--- src/rtl/adder_decomposable_accumulator_pkg.sv ---
// Package pe_pkg: shared definitions for the posit PE datapath.
//   PRECISION_CONFIG_L        width of the precision-mode field
//   PRECISION_CONFIG_8B/16B/32B  lane-split encodings for the decomposable adder
//   acc_state_t               accumulator FSM state (IDLE, ACCUM, DONE)
package pe_pkg;

   localparam int PRECISION_CONFIG_L = 2;

   localparam logic [PRECISION_CONFIG_L-1:0] PRECISION_CONFIG_8B  = 2'd0;
   localparam logic [PRECISION_CONFIG_L-1:0] PRECISION_CONFIG_16B = 2'd1;
   localparam logic [PRECISION_CONFIG_L-1:0] PRECISION_CONFIG_32B = 2'd2;

   typedef enum logic [1:0] {
      ST_IDLE  = 2'd0,
      ST_ACCUM = 2'd1,
      ST_DONE  = 2'd2
   } acc_state_t;

endpackage

--- src/rtl/adder_decomposable_accumulator_acc_lane_select.sv ---
// acc_lane_select: picks the next accumulator value and carry vector out of
// the decomposable adder's quarter/half/full sums according to the mode.
//   mode           precision mode in effect for this beat
//   add_out_quart  per-lane sums, carry in the top bit
//   add_out_half   half-word sums, carry in the top bit
//   add_out_full   full-word sum, carry in the top bit
//   sum            lane-wrapped next accumulator value
//   carry          carry-out per lane position (16B uses bits 1/3, 32B bit 3)
module acc_lane_select
   import pe_pkg::*;
#(
   parameter int EACH_ADDER_LEN = 8,
   parameter int N_ADDERS       = 4
) (
   input  logic [PRECISION_CONFIG_L-1:0]            mode,
   input  logic [N_ADDERS-1:0][EACH_ADDER_LEN:0]    add_out_quart,
   input  logic [1:0][2*EACH_ADDER_LEN:0]           add_out_half,
   input  logic [EACH_ADDER_LEN*N_ADDERS:0]         add_out_full,
   output logic [EACH_ADDER_LEN*N_ADDERS-1:0]       sum,
   output logic [N_ADDERS-1:0]                      carry
);

   localparam int TOTAL = EACH_ADDER_LEN * N_ADDERS;
   localparam int HALF  = 2 * EACH_ADDER_LEN;

   logic [TOTAL-1:0]    quart_sum;
   logic [N_ADDERS-1:0] quart_carry;
   logic [TOTAL-1:0]    half_sum;
   logic [1:0]          half_carry;

   // Strip carries off the lane sums so every lane wraps independently.
   genvar gi;
   generate
      for (gi = 0; gi < N_ADDERS; gi++) begin : g_quart
         assign quart_sum[gi*EACH_ADDER_LEN +: EACH_ADDER_LEN] = add_out_quart[gi][EACH_ADDER_LEN-1:0];
         assign quart_carry[gi] = add_out_quart[gi][EACH_ADDER_LEN];
      end
      for (gi = 0; gi < 2; gi++) begin : g_half
         assign half_sum[gi*HALF +: HALF] = add_out_half[gi][HALF-1:0];
         assign half_carry[gi] = add_out_half[gi][HALF];
      end
   endgenerate

   // Unused encodings fall back to the 8B split.
   always_comb begin
      sum   = quart_sum;
      carry = quart_carry;
      case (mode)
         PRECISION_CONFIG_16B: begin
            sum   = half_sum;
            carry = {half_carry[1], 1'b0, half_carry[0], 1'b0};
         end
         PRECISION_CONFIG_32B: begin
            sum   = add_out_full[TOTAL-1:0];
            carry = {add_out_full[TOTAL], 3'b000};
         end
         default: ;
      endcase
   end

endmodule

--- src/rtl/adder_decomposable_accumulator.sv ---
// adder_decomposable_accumulator: accumulates a packet of operand words
// through an external decomposable adder and presents the packet total.
//   clk, rst            clock, asynchronous active-high reset
//   mode                precision mode, sampled on the first beat of a packet
//   in_valid/in_ready   operand word handshake; in_data word, in_last end of packet
//   add_in0/add_in1     adder operands (incoming word, accumulator)
//   add_mode            adder precision mode
//   add_out_*           adder quarter/half/full sums
//   out_valid/out_ready result handshake
//   out_data            packet total, lanes wrap
//   out_ovf             sticky per-lane carry-out flags
//   out_count           beats accumulated, saturating
module adder_decomposable_accumulator
   import pe_pkg::*;
#(
   parameter int EACH_ADDER_LEN = 8,
   parameter int N_ADDERS       = 4,
   parameter int ACC_CNT_W      = 8
) (
   input  logic                                      clk,
   input  logic                                      rst,
   input  logic [PRECISION_CONFIG_L-1:0]             mode,
   input  logic                                      in_valid,
   output logic                                      in_ready,
   input  logic [EACH_ADDER_LEN*N_ADDERS-1:0]        in_data,
   input  logic                                      in_last,
   output logic [EACH_ADDER_LEN*N_ADDERS-1:0]        add_in0,
   output logic [EACH_ADDER_LEN*N_ADDERS-1:0]        add_in1,
   output logic [PRECISION_CONFIG_L-1:0]             add_mode,
   input  logic [N_ADDERS-1:0][EACH_ADDER_LEN:0]     add_out_quart,
   input  logic [1:0][2*EACH_ADDER_LEN:0]            add_out_half,
   input  logic [EACH_ADDER_LEN*N_ADDERS:0]          add_out_full,
   output logic                                      out_valid,
   input  logic                                      out_ready,
   output logic [EACH_ADDER_LEN*N_ADDERS-1:0]        out_data,
   output logic [N_ADDERS-1:0]                       out_ovf,
   output logic [ACC_CNT_W-1:0]                      out_count
);

   localparam int TOTAL = EACH_ADDER_LEN * N_ADDERS;

   acc_state_t                    state_reg;
   logic [TOTAL-1:0]              acc_reg;
   logic [N_ADDERS-1:0]           ovf_reg;
   logic [ACC_CNT_W-1:0]          cnt_reg;
   logic [PRECISION_CONFIG_L-1:0] mode_reg;

   logic [PRECISION_CONFIG_L-1:0] eff_mode;
   logic [TOTAL-1:0]              sel_sum;
   logic [N_ADDERS-1:0]           sel_carry;
   logic                          beat;

   // The first beat uses the live mode; later beats use the one latched then.
   assign eff_mode  = (state_reg == ST_IDLE) ? mode : mode_reg;
   assign in_ready  = (state_reg != ST_DONE);
   assign beat      = in_valid && in_ready;

   assign add_in0   = in_data;
   assign add_in1   = acc_reg;
   assign add_mode  = eff_mode;

   assign out_valid = (state_reg == ST_DONE);
   assign out_data  = acc_reg;
   assign out_ovf   = ovf_reg;
   assign out_count = cnt_reg;

   acc_lane_select #(
      .EACH_ADDER_LEN (EACH_ADDER_LEN),
      .N_ADDERS       (N_ADDERS)
   ) u_lane_select (
      .mode          (eff_mode),
      .add_out_quart (add_out_quart),
      .add_out_half  (add_out_half),
      .add_out_full  (add_out_full),
      .sum           (sel_sum),
      .carry         (sel_carry)
   );

   always_ff @(posedge clk or posedge rst) begin
      if (rst) begin
         state_reg <= ST_IDLE;
         acc_reg   <= '0;
         ovf_reg   <= '0;
         cnt_reg   <= '0;
         mode_reg  <= PRECISION_CONFIG_8B;
      end else begin
         if (beat) begin
            acc_reg <= sel_sum;
            ovf_reg <= ovf_reg | sel_carry;
            if (cnt_reg != '1) begin
               cnt_reg <= cnt_reg + 1'b1;
            end
            if (state_reg == ST_IDLE) begin
               mode_reg <= mode;
            end
            state_reg <= in_last ? ST_DONE : ST_ACCUM;
         end else if ((state_reg == ST_DONE) && out_ready) begin
            // Clearing here guarantees the next packet starts from zero.
            acc_reg   <= '0;
            ovf_reg   <= '0;
            cnt_reg   <= '0;
            state_reg <= ST_IDLE;
         end
      end
   end

endmodule

--- config.mk ---
export PLATFORM = sky130hd
export DESIGN_NAME = adder_decomposable_accumulator
export DESIGN_NICKNAME = d
export VERILOG_FILES = /design/src/rtl/adder_decomposable_accumulator_pkg.sv /design/src/rtl/adder_decomposable_accumulator_acc_lane_select.sv /design/src/rtl/adder_decomposable_accumulator.sv
export SDC_FILE = /design/constraint.sdc
export NUM_CORES = 1
export LEC_CHECK = 0
export CAP_MARGIN = 20
export CORE_MARGIN = 3
export CORE_UTILIZATION = 25
export DETAILED_ROUTE_END_ITERATION = 7
export GPL_TIMING_DRIVEN = 1
export HOLD_SLACK_MARGIN = 0.03
export PLACE_DENSITY = 0.75
export SYNTH_ARGS = -nofsm -noshare
export SYNTH_HDL_FRONTEND = slang
export SYNTH_SLANG_ARGS = --single-unit
--- constraint.sdc ---
create_clock -name clk -period 2.4 [get_ports clk]
set_input_delay 0.48 -clock clk [delete_from_list [all_inputs] [get_ports clk]]
set_output_delay 0.48 -clock clk [all_outputs]
set_load 0.01 [all_outputs]
* After elaboration in Yosys (flattened, before gate mapping) *
Index checks and enable logic that the tools add are counted.

storage, ports and cells
  register bits after elaboration = 48
  latch bits = 0
  memory bits (writable) = 0
  ROM bits = 0
  output and inout bits = 112
  logic and storage cells = 31
  memories kept = 0

operators by class
  add/sub/neg operators = 1
  multiply operators = 0
  div/mod/pow operators = 0
  order comparisons = 0
  eq/ne operators = 6
  shift-type cells = 0
  multiplexer cells = 13
  bitwise operators = 1
  reduce and logical (&&, ||, !) cells = 5

operators by type and width
  cell                                                             number
  32-bit two-way mux                                               2
  32-bit one-hot mux with 2 select lines                           1
  8-bit two-way mux                                                3
  8-bit by 1-bit adder with 8-bit output, second input constant    1
  2-bit two-way mux                                                4
  4-bit two-way mux                                                2
  8-bit != test, second input constant                             1
  4-bit one-hot mux with 2 select lines                            1
  2-bit == test, second input constant                             2
  4-bit OR                                                         1
  2-bit by 1-bit == test with 1-bit output, second input constant  1
  1-bit logical AND                                                2
  2-bit zero test                                                  1
  2-bit by 1-bit != test with 1-bit output, second input constant  1
  2-bit != test, second input constant                             1
  2-bit AND reduction                                              1
  2-bit nonzero test                                               1

* Logic depth before layout (Yosys ltp) *
Gate-level depths: netlist of the first run.

  depth in word-level cells = 6
  gate-level depth with buffers = 10
  mapped depth without buffers = 8

* Hierarchy *
From an unflattened synthesis of the first run, not the netlist that was laid out.

second synthesis, totals
  cell total of the unflattened synthesis = 338
  area, all modules = 3453.3 um^2

modules (own cells, without submodules)
  module                          instances  cells an instance  area each (um^2)  sequential area each (um^2)
  adder_decomposable_accumulator  1          214                2418.6            1201.2
  acc_lane_select                 1          124                1034.7            0.0

* Least setup slack after synthesis of the first run *
Ideal clock, no wire load.

  kind = register to register
  start point = register state_reg[1]
  end point = register ovf_reg[1] (netlist: out_ovf[1])
  library setup time = 0.124 ns
  arrival time = 2.002 ns
  data required time = 2.276 ns
  path slack = 0.274 ns
  cell stages (with the launch flop) = 10
  cells stage by stage = dfrtp_1 -> nor2_1 -> mux2i_1 -> inv_1 -> ha_1 -> clkbuf_1 -> clkbuf_1 -> o21ai_0 -> a21oi_1 -> a21oi_1

between the ends
  longest elaborated chain between the ends = 6
  elaborated cells on any way between the ends = 12

ends and longest elaborated chain
  element                                                                    RTL line                                              source
  from (decl)                                                                adder_decomposable_accumulator.sv:42                  acc_state_t state_reg;
  from (signal assigned)                                                     adder_decomposable_accumulator.sv:96                  state_reg <= in_last ? ST_DONE : ST_ACCUM;
  2-bit zero test *                                                          adder_decomposable_accumulator.sv:54                  assign eff_mode = (state_reg == ST_IDLE) ? mode : mode_reg;
  2-bit two-way mux *                                                        n/a
  named net add_mode[0]                                                      adder_decomposable_accumulator.sv:29                  output logic [PRECISION_CONFIG_L-1:0] add_mode,
  2-bit == test or 2-bit by 1-bit == test with 1-bit output (tied branches)  adder_decomposable_accumulator_acc_lane_select.sv:48  case (mode)
  4-bit one-hot mux with 2 select lines *                                    adder_decomposable_accumulator_acc_lane_select.sv:48
  4-bit OR *                                                                 adder_decomposable_accumulator.sv:89                  ovf_reg <= ovf_reg | sel_carry;
  4-bit two-way mux *                                                        adder_decomposable_accumulator.sv:87                  if (beat) begin
  to (signal assigned)                                                       adder_decomposable_accumulator.sv:89
  to (decl)                                                                  adder_decomposable_accumulator.sv:44                  logic [N_ADDERS-1:0] ovf_reg;

The timed path passes the listed nets; every way through them passes the cells marked *.
A chain may end at the register's enable or synchronous reset.

* Final worst setup path of the first run *
  start point = register state_reg[1]
  end point = output port add_mode[1]

between the ends
  longest elaborated chain between the ends = 2

ends and longest elaborated chain
  element            RTL line
  2-bit zero test    adder_decomposable_accumulator.sv:54
  2-bit two-way mux  n/a
  to (decl)          adder_decomposable_accumulator.sv:29

Every way passes these cells.

==> results.toml, run 1 <==
[setup_path]
end_kind = "output port"
worstPathCellList = "nor2_2, mux2i_2, inv_1, clkdlybuf4s50_1"
arrival_ns = 1.76
critical_path_required_ns = 1.92
worstSetupPathType = "flop to output port"
cpPeakStageDelay_ns = 0.49
rr_worst_depth = 7
r2r_slack_ns = 0.24
worstReg2RegStart = "state_reg[1]"
cp_slowest_cell = "clkdlybuf4s50_1"
critPathMaxFanout = 3
reg2reg_to = "add_in1[15]"
worstSetupStartpointType = "flop"

[finish]
post-route-cell-area_mm2 = 0.00478
final_nets = 591
layout-drive-gt1-share = 0.0515
layout_commonest_cell = "clkdlybuf4s50_1"
diodes = 0
largest_register_ffs = 32
final_cell_mix = "189 x clkdlybuf4s50_1, 48 x dfrtp_1, 39 x nand2_1, 39 x o21ai_0, 37 x a22o_1"
areaGrowthSynthToFinish_pct = 57.3

[logic_synthesis]
syn_area_mm2 = 0.00304
synth_area_leaders = "dfrtp_1 40%, buf_4 16%, a22o_1 11%, a22oi_1 8.2%, o21ai_0 6.4%"
synth_top_area_share = 0.396
ys_ff_latch = 48
syn-instance-count = 329
synthDistinctLibCells = 29
ys_seq_area_frac = 0.396
avgSynthCellArea_um2 = 9.23
synth_top_cell_by_area = "dfrtp_1"
synth_nets = 474
yosys_warnings = 0

[floorplanning]
fp.dieH_um = 116
die_w_um = 116
core-area_mm2 = 0.0117
pin_count = 254
rows = 39
initial_utilization = 0.260
die-area_mm2 = 0.0135

[grt]
globalRouteMet3Util = 0.0363
track_usage = 0.142
overflow = 0
use_met2 = 0.260
grt-busiest-layer = "met2"
use_met1 = 0.152
first_global_vias = 2896
grt_start_max_net_pins = 49
grt_pass1_wl_um = 15000
antenna_found_initial = 0

[power]
comb_power_share = 0.594
power.share.clock = 0.127
switching_power_mw = 2.05
p_int_mw = 3.44
p_sw_frac = 0.374
pwr_density_cell_mw_per_mm2 = 1150
power_mw = 5.49
ir_drop_uv = 504
p_seq_frac = 0.279
p_leak_nw = 1.93

[timing]
hold_slack_ns = 0.485
skew_ns = 0.00466
tightest_slew_ns = 0.963
maxSlewViolCount = 0
hold_viol = 0
rsz0062_at_grt = "no"
fin_crit_ns = 2.24
fmax_mhz = 446
fin_crit_sh = 0.935
setup_viol = 0
setup_tns_ns = 0
slew_headroom = 0.357

[min_path]
hold_path.class = "flop to flop"
hp-start = "out_ovf[3]"
min_path_cells = 2
min_to = "out_ovf[3]"

[route]
routedWlPerCell_um = 17.4
ant_nets = 0
drt_iter0_markers = 142
route.detailed.drc = 0
drt_first_pass_iters = 4
num_vias = 2873
viasPerCell = 4.87
routed_wl_um = 10300

[clock_network]
htree_levels = 2
cts-root-buf = "clkbuf_16"
cts_buffers = 5
clockBufferDepth = 2
clk_pin_slew_worst_paths_ns = 0.06
tritoncts = "yes"
cts_sinks = 48
insertion_delay_ns = 0.28

[job]
cap_violations = 0

[placed_design]
place_hpwl_um = 7950
place_area_mm2 = 0.00462
gp_congestion = 0.801
io_buffers = 189

[run_status]
status = "completed"
==> per-stage QoR <==
stage,std cells,utilization,setup slack (ns)
6_report,590,0.410,0.156
5_1_grt,590,0.410,0.0645
4_1_cts,590,0.409,0.0435
3_5_place_dp,582,0.396,0.0192
3_3_place_gp,582,0.396,0.0319
2_1_floorplan,329,-,0.274
==> power by group through the flow <==
stage / combinational (mW) / sequential [mW] / clock [mW]
floorplan: 1.69 / 1.61 / 0
global placement: 3.24 / 1.53 / 0
detailed placement: 3.29 / 1.54 / 0
CTS: 3.30 / 1.53 / 0.735
global route: 3.54 / 1.59 / 0.762
finish: 3.26 / 1.53 / 0.699
==> synthesized netlist by cell type (all sizes together) <==
cell type,count
nor2,3
inv,6
and2,2
xor2,1
buf,73
a22o,37
nand2b,1
nand3,8
or3,1
a22oi,33
o211ai,1
o21ai,39
a221o,1
dfrtp,48
clkbuf,15
or4,1
nand2,39
mux2i,2
ha,3
a21oi,6
xnor2,4
nand4,1
a32o,3
and3,1
==> per-layer routing <==
layer / routed length (um) / vias to the layer above
li1: - / 1353
met1: 3820 / 1322
met2: 5140 / 156
met3: 946 / 42
met4: 384 / 0
met5: 0 / -
==> final cells by class <==
class / count / area (um^2)
fill: 1140 / 6890
timing repair buffer: 198 / 2010
multi-input combinational: 187 / 1220
sequential: 48 / 1200
tap: 143 / 179
clock buffer: 8 / 146
inverter: 6 / 22.5
==> worst max path at each step <==
stage | startpoint | endpoint | slack [ns] | cells past startpoint
floorplan | state_reg[1] | out_ovf[1] | 0.27 | 9
global placement | mode[0] | add_in1[15] | 0.03 | 7
detailed placement | mode[0] | add_in1[27] | 0.02 | 7
CTS | state_reg[1] | add_mode[1] | 0.04 | 4
global route | state_reg[1] | add_mode[1] | 0.06 | 4
finish | state_reg[1] | add_mode[1] | 0.16 | 4
==> cells by family after synthesis <==
kind of cell	after synthesis	share of synthesized area
adder cells (fa/ha/maj)	3	0.0124
buffers and inverters	94	0.207
multiplexers	2	0.00660
AND/OR/NAND/NOR	57	0.0824
XOR/XNOR	5	0.0144
AO/OA/AOI/OAI	120	0.282
flip-flops	48	0.396
==> repair_timing <==
action / CTS / global route
hold buffers: 0 / 0
resized for setup: 0 / 2
buffers inserted: 0 / 0
endpoints found under the setup margin: 0 / 1
endpoints found under the hold margin: 0 / 0
==> critical path, delay by kind of cell (launching register included) <==
| family | cells | cell delay (ns) |
|---|---|---|
| and+or+nand+nor | 1 | 0.18 |
| muxes | 1 | 0.29 |
| DFF | 1 | 0.43 |
| buffers and inverters | 2 | 0.58 |
(Power assumes the default switching activity.)
==> inputs of run 2 (changes only) <==
--- a/config.mk
+++ b/config.mk
@@ -11,6 +11,7 @@
 export DETAILED_ROUTE_END_ITERATION = 7
 export GPL_TIMING_DRIVEN = 1
 export HOLD_SLACK_MARGIN = 0.03
+export MAX_ROUTING_LAYER = met4
 export PLACE_DENSITY = 0.75
 export SYNTH_ARGS = -nofsm -noshare
 export SYNTH_HDL_FRONTEND = slang
==> constraint.sdc (replaced) <==
create_clock -name clk -period 2.82 [get_ports clk]
set_input_delay 0.564 -clock clk [delete_from_list [all_inputs] [get_ports clk]]
set_output_delay 0.564 -clock clk [all_outputs]
set_load 0.01 [all_outputs]
==> results.toml, run 2 (same netlist as run 1, synthesis figures left out) <==
[run_status]
status = "completed"

[power]
p_leak_nw = 1.92
comb_power_share = 0.590
ir_drop_uv = 375
power_mw = 4.63
switching_power_mw = 1.75
p_seq_frac = 0.280
power.share.clock = 0.131
pwr_density_cell_mw_per_mm2 = 979
p_sw_frac = 0.379
p_int_mw = 2.88

[finish]
n_fill_cell = 1166
seq_area_mm2 = 0.00120
areaGrowthSynthToFinish_pct = 55.8
final_core_util = 0.406
layout-drive-gt1-share = 0.0427
diodes = 0
largest_register_ffs = 32
layout_commonest_cell = "clkdlybuf4s50_1"
final_cell_mix = "189 x clkdlybuf4s50_1, 48 x dfrtp_1, 39 x nand2_1, 39 x o21ai_0, 37 x a22o_1"
multi_input_comb_area_mm2 = 0.00121
final_nets = 589
post-route-cell-area_mm2 = 0.00473

[clock_network]
tritoncts = "yes"
cts-root-buf = "clkbuf_16"
clk_pin_slew_worst_paths_ns = 0.06
cts_sinks = 48
post-cts-setup-buffer-count = 0
insertion_delay_ns = 0.29
clockBufferDepth = 2
cts_buffers = 5
holdBufCountCts = 0
htree_levels = 2
cts-resized-gates = 0

[timing]
tightest_slew_ns = 0.985
hold_viol = 0
fin_crit_sh = 0.871
fmax_mhz = 407
fin_crit_ns = 2.45
setup_viol = 0
slew_headroom = 0.342
rsz0062_at_grt = "no"
maxSlewViolCount = 0
skew_ns = 0.00381
hold_slack_ns = 0.481
setup_tns_ns = 0

[setup_path]
arrival_ns = 1.89
worstSetupStartpointType = "flop"
cp_slowest_cell = "clkdlybuf4s50_1"
end_kind = "output port"
cpPeakStageDelay_ns = 0.49
worstSetupPathType = "flop to output port"
critical_path_required_ns = 2.26
worstPathCellList = "nor2_1, mux2i_1, inv_1, clkdlybuf4s50_1"
critPathMaxFanout = 3

[route]
viasPerCell = 5.03
drt_iter0_markers = 262
routed_wl_um = 10700
ant_nets = 0
routedWlPerCell_um = 18.1
num_vias = 2956
route.detailed.drc = 0
drt_first_pass_iters = 4

[grt]
overflow = 0
grt_pass1_wl_um = 16000
track_usage = 0.156
antenna_found_initial = 0
first_global_vias = 3016
grt_start_max_net_pins = 49

[floorplanning]
die_w_um = 116
rows = 39
fp.dieH_um = 116
pin_count = 254
die-area_mm2 = 0.0135
initial_utilization = 0.260
core-area_mm2 = 0.0117

[placed_design]
io_buffers = 189
gp_congestion = 0.828
place_area_mm2 = 0.00458
place_hpwl_um = 8140

[min_path]
hold_path.class = "flop to flop"

[job]
cap_violations = 0
## run 2: changes by cell type in the layout (fill, tap and decap cells not counted)
cell,delta
nor2_2,-1
nor2_1,+1
buf_12,-2
mux2i_1,+1
mux2i_2,-1
## run 2: power groups by stage
stage | clock network, mW | logic (mW) | registers [mW]
CTS | 0.636 | 2.77 | 1.30
finish | 0.606 | 2.73 | 1.29
floorplan | 0 | 1.44 | 1.37
global placement | 0 | 2.71 | 1.29
detailed placement | 0 | 2.76 | 1.30
global route | 0.660 | 2.98 | 1.34
## run 2: cell type report
type,instances,area share
timing repair buffer,196,0.416
multi-input combinational,187,0.256
sequential,48,0.254
tap,143,0.0378
clock buffer,8,0.0310
inverter,6,0.00476
## run 2: final timing paths
kind | start | end | slack, ns | cells after the start
min in group asynchronous | rst | add_in1[7] | 0.64 | 3
max in group asynchronous | rst | out_ovf[0] | 1.95 | 3
hold / removal | out_ovf[3] | out_ovf[3] | 0.48 | 2
hold reg to reg | out_ovf[3] | out_ovf[3] | 0.48 | 2
setup reg to reg | state_reg[1] | add_in1[23] | 0.49 | 7
setup / recovery | state_reg[1] | add_mode[1] | 0.37 | 4
## run 2: layer usage
layer | vias to the layer above | wire (um) | global-route usage
met3 | 43 | 935 | 0.0337
met1 | 1399 | 4090 | 0.173
met2 | 170 | 5260 | 0.271
li1 | 1344 | - | -
met5 | - | 0 | -
met4 | 0 | 384 | 0.0665
## run 2: worst max-delay path, delay by kind of cell, from the launching register on
kind | cells | cell delay [ns]
muxes | 1 | 0.34
and+or+nand+nor | 1 | 0.24
buffers and inverters | 2 | 0.60
DFF | 1 | 0.42
## run 2: through the flow
stage                     setup WS [ns]  instances
after floorplan                   0.694        329
after global placement            0.349        580
after detailed placement          0.268        580
after CTS                         0.350        588
after global routing              0.233        588
final                             0.365        588
